--- src/rtl/gray_frame_arbiter_if.sv ---
// rtl/gray_frame_arbiter_if.sv - pixel source, datapath and status bundle for gray_frame_arbiter
interface gray_frame_arbiter_if;
  logic [23:0] s0_data_in;
  logic        s0_valid_in;
  logic        s0_sof_in;
  logic        s0_busy_out;
  logic [23:0] s1_data_in;
  logic        s1_valid_in;
  logic        s1_sof_in;
  logic        s1_busy_out;
  logic [23:0] m_data_out;
  logic        m_valid_out;
  logic        m_sof_out;
  logic        m_busy_in;
  logic        o_sel;
  logic        o_frame_done;
  logic        o_frame_err;
  logic [15:0] o_drop_cnt;

  modport slave (
    input  s0_data_in, s0_valid_in, s0_sof_in,
    output s0_busy_out,
    input  s1_data_in, s1_valid_in, s1_sof_in,
    output s1_busy_out,
    output m_data_out, m_valid_out, m_sof_out,
    input  m_busy_in,
    output o_sel, o_frame_done, o_frame_err, o_drop_cnt
  );

  modport master (
    output s0_data_in, s0_valid_in, s0_sof_in,
    input  s0_busy_out,
    output s1_data_in, s1_valid_in, s1_sof_in,
    input  s1_busy_out,
    input  m_data_out, m_valid_out, m_sof_out,
    output m_busy_in,
    input  o_sel, o_frame_done, o_frame_err, o_drop_cnt
  );
endinterface

--- src/rtl/gray_frame_arbiter.sv ---
// rtl/gray_frame_arbiter.sv - frame-granular round-robin arbiter for two RGB pixel sources
module gray_frame_arbiter #(
  parameter int FRAME_PIXELS   = 307200,
  parameter int TIMEOUT_CYCLES = 1024,
  parameter int CNT_W          = $clog2(FRAME_PIXELS)
) (
  input logic                i_clk,
  input logic                i_rst,
  gray_frame_arbiter_if.slave bus
);

  localparam int TO_W = (TIMEOUT_CYCLES > 1) ? $clog2(TIMEOUT_CYCLES + 1) : 1;

  typedef enum logic {IDLE, ACTIVE} state_t;

  state_t           state;
  logic             sel;
  logic             last_sel;
  logic [CNT_W-1:0] pix_cnt;
  logic [TO_W-1:0]  to_cnt;
  logic [15:0]      drop_cnt;
  logic             frame_done;
  logic             frame_err;

  logic             req0, req1, drop0, drop1, grant_sel;
  logic             sel_valid, sel_sof;
  logic [23:0]      sel_data;
  logic             mid_sof, xfer, last_pix, timeout_hit;
  logic             m_valid, m_sof, busy0, busy1;
  logic [TO_W-1:0]  to_nxt;
  logic [16:0]      drop_sum;

  always_comb begin
    sel_valid = sel ? bus.s1_valid_in : bus.s0_valid_in;
    sel_sof   = sel ? bus.s1_sof_in   : bus.s0_sof_in;
    sel_data  = sel ? bus.s1_data_in  : bus.s0_data_in;
    req0      = bus.s0_valid_in & bus.s0_sof_in;
    req1      = bus.s1_valid_in & bus.s1_sof_in;
    drop0     = bus.s0_valid_in & ~bus.s0_sof_in;
    drop1     = bus.s1_valid_in & ~bus.s1_sof_in;
    // On simultaneous requests the source that did not own the last frame wins.
    grant_sel = (req0 && req1) ? ~last_sel : req1;
    mid_sof   = (state == ACTIVE) && (pix_cnt != '0) && sel_valid && sel_sof;
    m_valid   = ~i_rst && (state == ACTIVE) && sel_valid && ~mid_sof;
    m_sof     = ~i_rst && (state == ACTIVE) && (pix_cnt == '0) && sel_sof;
    xfer      = m_valid && ~bus.m_busy_in;
    last_pix  = (pix_cnt == CNT_W'(FRAME_PIXELS - 1));
    to_nxt    = to_cnt + TO_W'(1);
    timeout_hit = (TIMEOUT_CYCLES != 0) && (state == ACTIVE) && (pix_cnt != '0) &&
                  ~sel_valid && ~bus.m_busy_in && (to_nxt == TO_W'(TIMEOUT_CYCLES));
    drop_sum  = {1'b0, drop_cnt} + 17'(drop0) + 17'(drop1);
    busy0     = 1'b1;
    busy1     = 1'b1;
    if (!i_rst) begin
      if (state == IDLE) begin
        busy0 = req0;
        busy1 = req1;
      end else if (sel) begin
        busy1 = bus.m_busy_in | mid_sof;
      end else begin
        busy0 = bus.m_busy_in | mid_sof;
      end
    end
  end

  always_ff @(posedge i_clk) begin
    if (i_rst) begin
      state      <= IDLE;
      sel        <= 1'b0;
      last_sel   <= 1'b1;
      pix_cnt    <= '0;
      to_cnt     <= '0;
      drop_cnt   <= '0;
      frame_done <= 1'b0;
      frame_err  <= 1'b0;
    end else begin
      frame_done <= 1'b0;
      frame_err  <= 1'b0;
      case (state)
        IDLE: begin
          if (drop0 || drop1)
            drop_cnt <= drop_sum[16] ? 16'hFFFF : drop_sum[15:0];
          if (req0 || req1) begin
            state   <= ACTIVE;
            sel     <= grant_sel;
            pix_cnt <= '0;
            to_cnt  <= '0;
          end
        end
        ACTIVE: begin
          if (mid_sof || timeout_hit) begin
            state     <= IDLE;
            last_sel  <= sel;
            frame_err <= 1'b1;
          end else if (xfer && last_pix) begin
            state      <= IDLE;
            last_sel   <= sel;
            frame_done <= 1'b1;
          end else begin
            if (xfer)
              pix_cnt <= pix_cnt + CNT_W'(1);
            // Only source-side gaps count toward the timeout, not datapath stalls.
            if (sel_valid)
              to_cnt <= '0;
            else if ((pix_cnt != '0) && !bus.m_busy_in)
              to_cnt <= to_nxt;
          end
        end
      endcase
    end
  end

  assign bus.s0_busy_out  = busy0;
  assign bus.s1_busy_out  = busy1;
  assign bus.m_data_out   = sel_data;
  assign bus.m_valid_out  = m_valid;
  assign bus.m_sof_out    = m_sof;
  assign bus.o_sel        = sel;
  assign bus.o_frame_done = frame_done;
  assign bus.o_frame_err  = frame_err;
  assign bus.o_drop_cnt   = drop_cnt;

endmodule

--- src/flat_wrapper.sv ---
// flat-port wrapper written by rule: the top's interface ports become plain ports
module gray_frame_arbiter_flat 
#(
  parameter int FRAME_PIXELS   = 307200,
  parameter int TIMEOUT_CYCLES = 1024,
  parameter int CNT_W          = $clog2(FRAME_PIXELS)
)
  (i_clk, i_rst, bus_s0_data_in, bus_s0_valid_in, bus_s0_sof_in, bus_s0_busy_out, bus_s1_data_in, bus_s1_valid_in, bus_s1_sof_in, bus_s1_busy_out, bus_m_data_out, bus_m_valid_out, bus_m_sof_out, bus_m_busy_in, bus_o_sel, bus_o_frame_done, bus_o_frame_err, bus_o_drop_cnt);
  gray_frame_arbiter_if bus_i ();
  input logic i_clk;
  input logic i_rst;
  input wire logic [$bits(bus_i.s0_data_in)-1:0] bus_s0_data_in;
  input wire logic [$bits(bus_i.s0_valid_in)-1:0] bus_s0_valid_in;
  input wire logic [$bits(bus_i.s0_sof_in)-1:0] bus_s0_sof_in;
  output wire logic [$bits(bus_i.s0_busy_out)-1:0] bus_s0_busy_out;
  input wire logic [$bits(bus_i.s1_data_in)-1:0] bus_s1_data_in;
  input wire logic [$bits(bus_i.s1_valid_in)-1:0] bus_s1_valid_in;
  input wire logic [$bits(bus_i.s1_sof_in)-1:0] bus_s1_sof_in;
  output wire logic [$bits(bus_i.s1_busy_out)-1:0] bus_s1_busy_out;
  output wire logic [$bits(bus_i.m_data_out)-1:0] bus_m_data_out;
  output wire logic [$bits(bus_i.m_valid_out)-1:0] bus_m_valid_out;
  output wire logic [$bits(bus_i.m_sof_out)-1:0] bus_m_sof_out;
  input wire logic [$bits(bus_i.m_busy_in)-1:0] bus_m_busy_in;
  output wire logic [$bits(bus_i.o_sel)-1:0] bus_o_sel;
  output wire logic [$bits(bus_i.o_frame_done)-1:0] bus_o_frame_done;
  output wire logic [$bits(bus_i.o_frame_err)-1:0] bus_o_frame_err;
  output wire logic [$bits(bus_i.o_drop_cnt)-1:0] bus_o_drop_cnt;
  assign bus_i.s0_data_in = bus_s0_data_in;
  assign bus_i.s0_valid_in = bus_s0_valid_in;
  assign bus_i.s0_sof_in = bus_s0_sof_in;
  assign bus_s0_busy_out = bus_i.s0_busy_out;
  assign bus_i.s1_data_in = bus_s1_data_in;
  assign bus_i.s1_valid_in = bus_s1_valid_in;
  assign bus_i.s1_sof_in = bus_s1_sof_in;
  assign bus_s1_busy_out = bus_i.s1_busy_out;
  assign bus_m_data_out = bus_i.m_data_out;
  assign bus_m_valid_out = bus_i.m_valid_out;
  assign bus_m_sof_out = bus_i.m_sof_out;
  assign bus_i.m_busy_in = bus_m_busy_in;
  assign bus_o_sel = bus_i.o_sel;
  assign bus_o_frame_done = bus_i.o_frame_done;
  assign bus_o_frame_err = bus_i.o_frame_err;
  assign bus_o_drop_cnt = bus_i.o_drop_cnt;
  gray_frame_arbiter #(.FRAME_PIXELS(FRAME_PIXELS), .TIMEOUT_CYCLES(TIMEOUT_CYCLES), .CNT_W(CNT_W)) u_core (.i_clk(i_clk), .i_rst(i_rst), .bus(bus_i));
endmodule
--- config.mk ---
export PLATFORM = sky130hd
export DESIGN_NAME = gray_frame_arbiter_flat
export DESIGN_NICKNAME = d
export VERILOG_FILES = /design/src/rtl/gray_frame_arbiter_if.sv /design/src/rtl/gray_frame_arbiter.sv /design/src/flat_wrapper.sv
export SDC_FILE = /design/constraint.sdc
export NUM_CORES = 1
export LEC_CHECK = 0
export CAP_MARGIN = 20
export CELL_PAD_IN_SITES_DETAIL_PLACEMENT = 1
export CELL_PAD_IN_SITES_GLOBAL_PLACEMENT = 1
export CORE_MARGIN = 5
export CORE_UTILIZATION = 35
export CTS_CLUSTER_SIZE = 20
export DETAILED_ROUTE_END_ITERATION = 16
export PLACE_DENSITY = 0.9
export REMOVE_ABC_BUFFERS = 1
export SYNTH_ARGS = -nofsm -noshare
export SYNTH_HDL_FRONTEND = slang
export SYNTH_SLANG_ARGS = --single-unit
--- constraint.sdc ---
create_clock -name i_clk -period 2.8 [get_ports i_clk]
set_input_delay 0.42 -clock i_clk [delete_from_list [all_inputs] [get_ports i_clk]]
set_output_delay 0.42 -clock i_clk [all_outputs]
set_load 0.005 [all_outputs]
# Yosys cells after proc, flatten, opt, wreduce, memory -nomap -nowiden

Cells that the tools add are included.

Input port bits: 55
Output and inout bits: 47
Flip-flop bits (word level): 51

$add $sub $neg: 4
Bitwise operators: 13
Reductions and logical operators: 29
Equality and inequality tests: 7
Mux-type cells: 30

Operator list:

| operator              | number |
|---|---|
| $mux 19               | 4 |
| $mux 11               | 5 |
| $pmux 19 s2           | 1 |
| $mux 24               | 1 |
| $pmux 11 s2           | 1 |
| $add 19x1->19 const B | 1 |
| $eq 19x19->1 const B  | 1 |
| $logic_not 19->1      | 1 |
| $reduce_bool 19->1    | 1 |
| $add 16x1->17         | 1 |
| $add 17x1->17         | 1 |
| $mux 1                | 16 |
| $mux 16               | 1 |
| $logic_and 1x1->1     | 15 |
| $add 11x1->11 const B | 1 |
| $eq 11x11->1 const B  | 1 |
| $ne 2x2->1 const B    | 4 |
| $not 1->1             | 8 |
| $reduce_and 4->1      | 2 |
| $reduce_and 2->1      | 3 |
| $and 1x1->1           | 4 |
| $logic_or 1x1->1      | 3 |
| $ne 3x3->1 const B    | 1 |
| $reduce_or 3->1       | 1 |
| 5 further kinds       | 5 |

# Longest topological paths before layout

Word-level depth: 11
Depth in mapped cells: 10
Gate-level depth less buffers: 10

# Worst setup path after synthesis

Ideal clock, no wire load.

Path type: register to register
Start point: reg u_core.to_cnt[0]
End point: reg u_core.to_cnt[7]
Data required time: 2712 ps
Clock period less this slack: 2185 ps
Path buffers: 0
Arrival: 2096 ps
Path slack: 615 ps
Library setup time: 88 ps
Stages on the path, launching flop included: 8
Path through: dfxtp_1 > ha_1 > nand3_2 > or4_4 > a21oi_4 > nand4_4 > and2_4 > a311oi_2

Longest elaborated chain between the ends: 6
Elaborated cells on any way between the ends: 11
Those cells by class: 1 x add/sub; 2 x eq/ne; 5 x mux; 3 x reduce/logical

RTL lines:

| element                                                          | RTL line                                            | text |
|---|---|---|
| start: declaration                                               | gray_frame_arbiter.sv:20                            | `logic [TO_W-1:0] to_cnt;` |
| start signal: assignment                                         | gray_frame_arbiter.sv:106                           | `to_cnt <= to_nxt;` |
| $add 11x1->11 *                                                  | gray_frame_arbiter.sv:48                            | `to_nxt = to_cnt + TO_W'(1);` |
| $eq 11x11->1 / $mux 11 (equally long branches)                   | gray_frame_arbiter.sv:50, gray_frame_arbiter.sv:105 |  |
| $logic_and 1x1->1 / $mux 11 (equally long branches)              | gray_frame_arbiter.sv:50, gray_frame_arbiter.sv:103 |  |
| $logic_or 1x1->1 / $mux 11 (equally long branches)               | gray_frame_arbiter.sv:91, gray_frame_arbiter.sv:95  |  |
| $ne 2x2->1 (no line) / $mux 11 (equally long branches)           | -                                                   |  |
| $reduce_and 4->1 (no line) / $pmux 11 s2 (equally long branches) | -                                                   |  |

Mark *: on every way between the ends. The rest lies on a longest branch, timed or not. The select of a mux whose other input is x is not followed.
A chain may end at the register's enable or synchronous reset.

# Worst setup path in the final report

Start point: in bus_s0_sof_in
End point: out bus_m_valid_out

Longest elaborated chain between the ends: 4

RTL lines:

| element            | RTL line                 | text |
|---|---|---|
| start: declaration | flat_wrapper.sv:14       | `input wire logic [$bits(bus_i.s0_sof_in)-1:0] bus_s0_sof_in;` |
| $mux 1             | gray_frame_arbiter.sv:35 | `sel_sof = sel ? bus.s1_sof_in : bus.s0_sof_in;` |
| $logic_and 1x1->1  | gray_frame_arbiter.sv:43 | `mid_sof = (state == ACTIVE) && (pix_cnt != '0) && sel_valid && sel_sof;` |
| $not 1->1          | gray_frame_arbiter.sv:44 | `m_valid = ~i_rst && (state == ACTIVE) && sel_valid && ~mid_sof;` |
| $logic_and 1x1->1  | gray_frame_arbiter.sv:44 |  |
| end: declaration   | flat_wrapper.sv:21       | `output wire logic [$bits(bus_i.m_valid_out)-1:0] bus_m_valid_out;` |

No other way between the ends.

==> reports/results.md <==
| Parameter | Value |
| --- | --- |
| Starting DRC count in detailed routing | 186 |
| Global-route wire length before repair | 18.7 mm |
| Per-cell via count in the routed design | 5.59 |
| Sequential element share of the synthesized area | 30.4% |
| Worst Path Arrival | 2280 ps |
| Final Setup Violations | 0 |
| Area share of the largest cell type after synthesis | 30.4% |
| Routed len/inst | 18.7 um |
| Power density normalized to cell area | 361 nW/um^2 |
| Core outline area | 9280 um^2 |
| Post-DRT Antenna Nets | 0 |
| Post-Layout Cell Count | 627 |
| Cell taking the most area after synthesis | dfxtp_1 |
| Chip Width | 108 um |
| Mux contribution to synthesized area | 9.24% |
| # IOs | 102 |
| Cell total after placement | 616 |
| Initial antenna violation count | 0 |
| Number of global-route vias before repair | 3682 |
| Number of warnings reported in the yosys synthesis log | 0 |
| Clock slew at the register clock pins of the worst setup and hold paths | 100 ps |
| Type of element capturing the critical path | output pin |
| Met3 demand-to-capacity share in global routing | 3.04% |
| Final-report max-slew violation count | 0 |
| Cell row count | 35 |
| Final Instance Area | 4680 um^2 |
| Sequential cell area | 1020 um^2 |
| # fillers | 1097 |
| Least-Margin Pin Slew | 630 ps |
| CTS Buffer Depth | 2 |
| Post-synth EDFFs | 0 |
| TritonCTS clock tree | yes |
| Count of input and output buffers | 101 |
| Core Util, Final | 50.4% |
| Multi-input combinational cell area | 2190 um^2 |
| Outcome | complete, no violations |
| Primary flip-flop cell chosen by synthesis mapping | dfxtp_1 |
| Total placed instance area | 4470 um^2 |
| Xor/xnor share of the synthesized area | 4.17% |
| Standby leakage power | 1.69 nW |
| Hold Vio Cnt, Final | 0 |
| DRC errors left | 0 |
| Number of distinct library cell variants in the gate-level netlist after synthesis | 70 |
| R2r startpoint | u_core.to_cnt[0] |
| Synth Area in Compound Gates | 20.5% |
| Source-to-sink clock delay at the later pin of the worst-skew pair | 310 ps |
| DP Wirelength | 8.81 mm |
| Floorplan die height | 108 um |
| Clk sink count | 51 |
| Synth Area per Inst | 8.50 um^2 |
| Share of post-route cells with drive strength above 1 | 17.3% |
| Number of buffers inserted by hold repair at cts | 0 |
| Startpoint class of the critical path | input pin |
| Cell count of the worst reg-to-reg path | 7 |
| Buffer cell driving the clock tree root | clkbuf_8 |
| Critical path capture point | bus_m_valid_out |
| Pin count of the biggest net entering global routing | 35 |
| FFs w/ async S/R, synth | 0% |
| Launch point of the critical path | bus_s0_sof_in |
| Number of antenna repair diodes | 0 |
| TritonRoute pass-1 iters | 4 |
| Total wirelength of the detailed-routed design | 11.7 mm |
| Seq cells post-synth | 51 |
| Combined area of all synthesized cells | 3360 um^2 |
| GRT overflow | 0 |
| Largest fanout of any net on the critical path | 5 |
| Post-layout power | 1.69 mW |
| Clock tree skew after final layout | 12.4 ps |
| Overall Global Routing Usage | 19.6% |
| Reg2Reg Capture Point | u_core.to_cnt[7] |
| Slew HR | 57.6% |
| R2r setup slk | 270 ps |
| Total number of vias | 3504 |
| Area Growth Syn to Fin | 39.3% |
| Data required time of the critical path | 2380 ps |
| Global placer's final weighted congestion | 0.841 |
| Synthesized netlist cell count | 395 |
| Num CTS Buffers | 5 |
| Peak-usage layer in the global routing report | met2 |
| Top area cells in the synthesized netlist | dfxtp_1, mux2_2, a21oi_1 |
| Adder-Cell Fraction of Synth Area | 2.46% |
| Initial Utilization | 36.2% |
| H-Tree Depth | 2 |
| Min Tclk post-route | 2700 ps |
| Number of max-cap violations | 0 |
| Met1 global-route usage | 24.0% |
| Area share of and/or/nand/nor cells after synthesis | 27.8% |
| Met2 layer usage reported by global route | 35.6% |
| IR drop worst, VDD | 255 uV |
| Cell with the most instances after synthesis | dfxtp_1 |
| Classification of the worst setup path | input pin to output pin |
| Die ar. | 11700 um^2 |
| # nets final | 558 |
| Combinational family with the most area after synthesis | simple AND/OR/NAND/NOR gates |
| RSZ-0062 raised after global routing | yes |
| Commonest cells in the netlist | dfxtp_1, nand2_1, a21oi_1, nand3_1, nor2_1 |
| Tcrit/Tclk final | 96.5% |
| Path category of the worst min-delay check | flop to flop |
| Max Fclk | 370 MHz |
-- area by class of cell --
class	count	area share [%]
Sequential cell	51	21.9
Clock buffer	5	1.47
Tap cell	129	3.45
Timing Repair Buffer	117	24.2
Inverter	8	0.642
Clock inverter	3	1.44
Multi-Input combinational cell	314	46.9
-- logic make-up (layout without fill, tap and decap cells) --
| logic type | count (synthesis) | in the layout |
|---|---|---|
| buffers and inverters | 30 | 133 |
| xor gates and xnor gates | 16 | 16 |
| DFF | 51 | 51 |
| and+or+nand+nor | 163 | 163 |
| adders and majority gates | 6 | 6 |
| AOI/OAI and AO/OA | 101 | 101 |
| muxes | 28 | 28 |
-- how the worst min path moves through the flow --
stage,from,endpoint,slack [ps],cells past startpoint
2_1_floorplan,u_core.last_sel,u_core.last_sel,440,2
3_3_place_gp,u_core.to_cnt[10],u_core.to_cnt[10],480,2
3_5_place_dp,u_core.pix_cnt[7],u_core.pix_cnt[7],510,1
5_1_grt,u_core.pix_cnt[1],u_core.pix_cnt[1],540,2
6_report,u_core.pix_cnt[1],u_core.pix_cnt[1],520,2
4_1_cts,u_core.pix_cnt[1],u_core.pix_cnt[1],520,2
-- per-layer routing --
metal	wire length, um	up-vias
met3	440	16
li1	-	1667
met5	0	-
met4	207	0
met2	6210	89
met1	4890	1732
-- registers in the layout, summed over array words and instances, names as in the netlist --
signal / flops
u_core.bus.o_drop_cnt: 16
u_core.bus.o_frame_done: 1
u_core.bus.o_frame_err: 1
u_core.bus.o_sel: 1
u_core.last_sel: 1
u_core.pix_cnt: 19
u_core.state: 1
u_core.to_cnt: 11
-- power breakdown --
part           internal (mW)  switching (mW)  total (mW)
registers              0.730         0.00737       0.737
clock network          0.357           0.270       0.626
logic                  0.189           0.135       0.325
-- cell usage in the layout (no fill, tap or decap), types with 11 or more instances in the layout --
master and instances:
a21oi_1 33, mux2_2 24, nand2_1 34, and3_1 11, buf_4 16, nand3_1 23
clkdlybuf4s50_1 99, dfxtp_1 49, nor2_1 24, o21ai_0 16
-- timing repair --
action / in CTS / in global routing
cloned: 0 / 0
setup endpoints to repair: 4 / 3
buffers inserted: 1 / 2
pin swaps: 2 / 1
resized for setup: 8 / 4
-- critical path, cell delays in order --
cell	delay, ps
clkdlybuf4s50_1	550
nand3b_1	110
a21boi_0	430
o21ai_4	140
nand2_1	120
inv_2	60
clkdlybuf4s50_1	440
-- per-stage QoR --
stage / setup WS [ps] / TNS [ps] / hold WS (ps)
6_report: 98.8 / 0 / 517
4_1_cts: 20.9 / 0 / 522
5_1_grt: -10.3 / -18.7 / 538
3_5_place_dp: -0.570 / -0.570 / 505
3_3_place_gp: 71.9 / 0 / 481
2_1_floorplan: 354 / 0 / 442
Note: power is estimated with default switching activity, not from simulation.
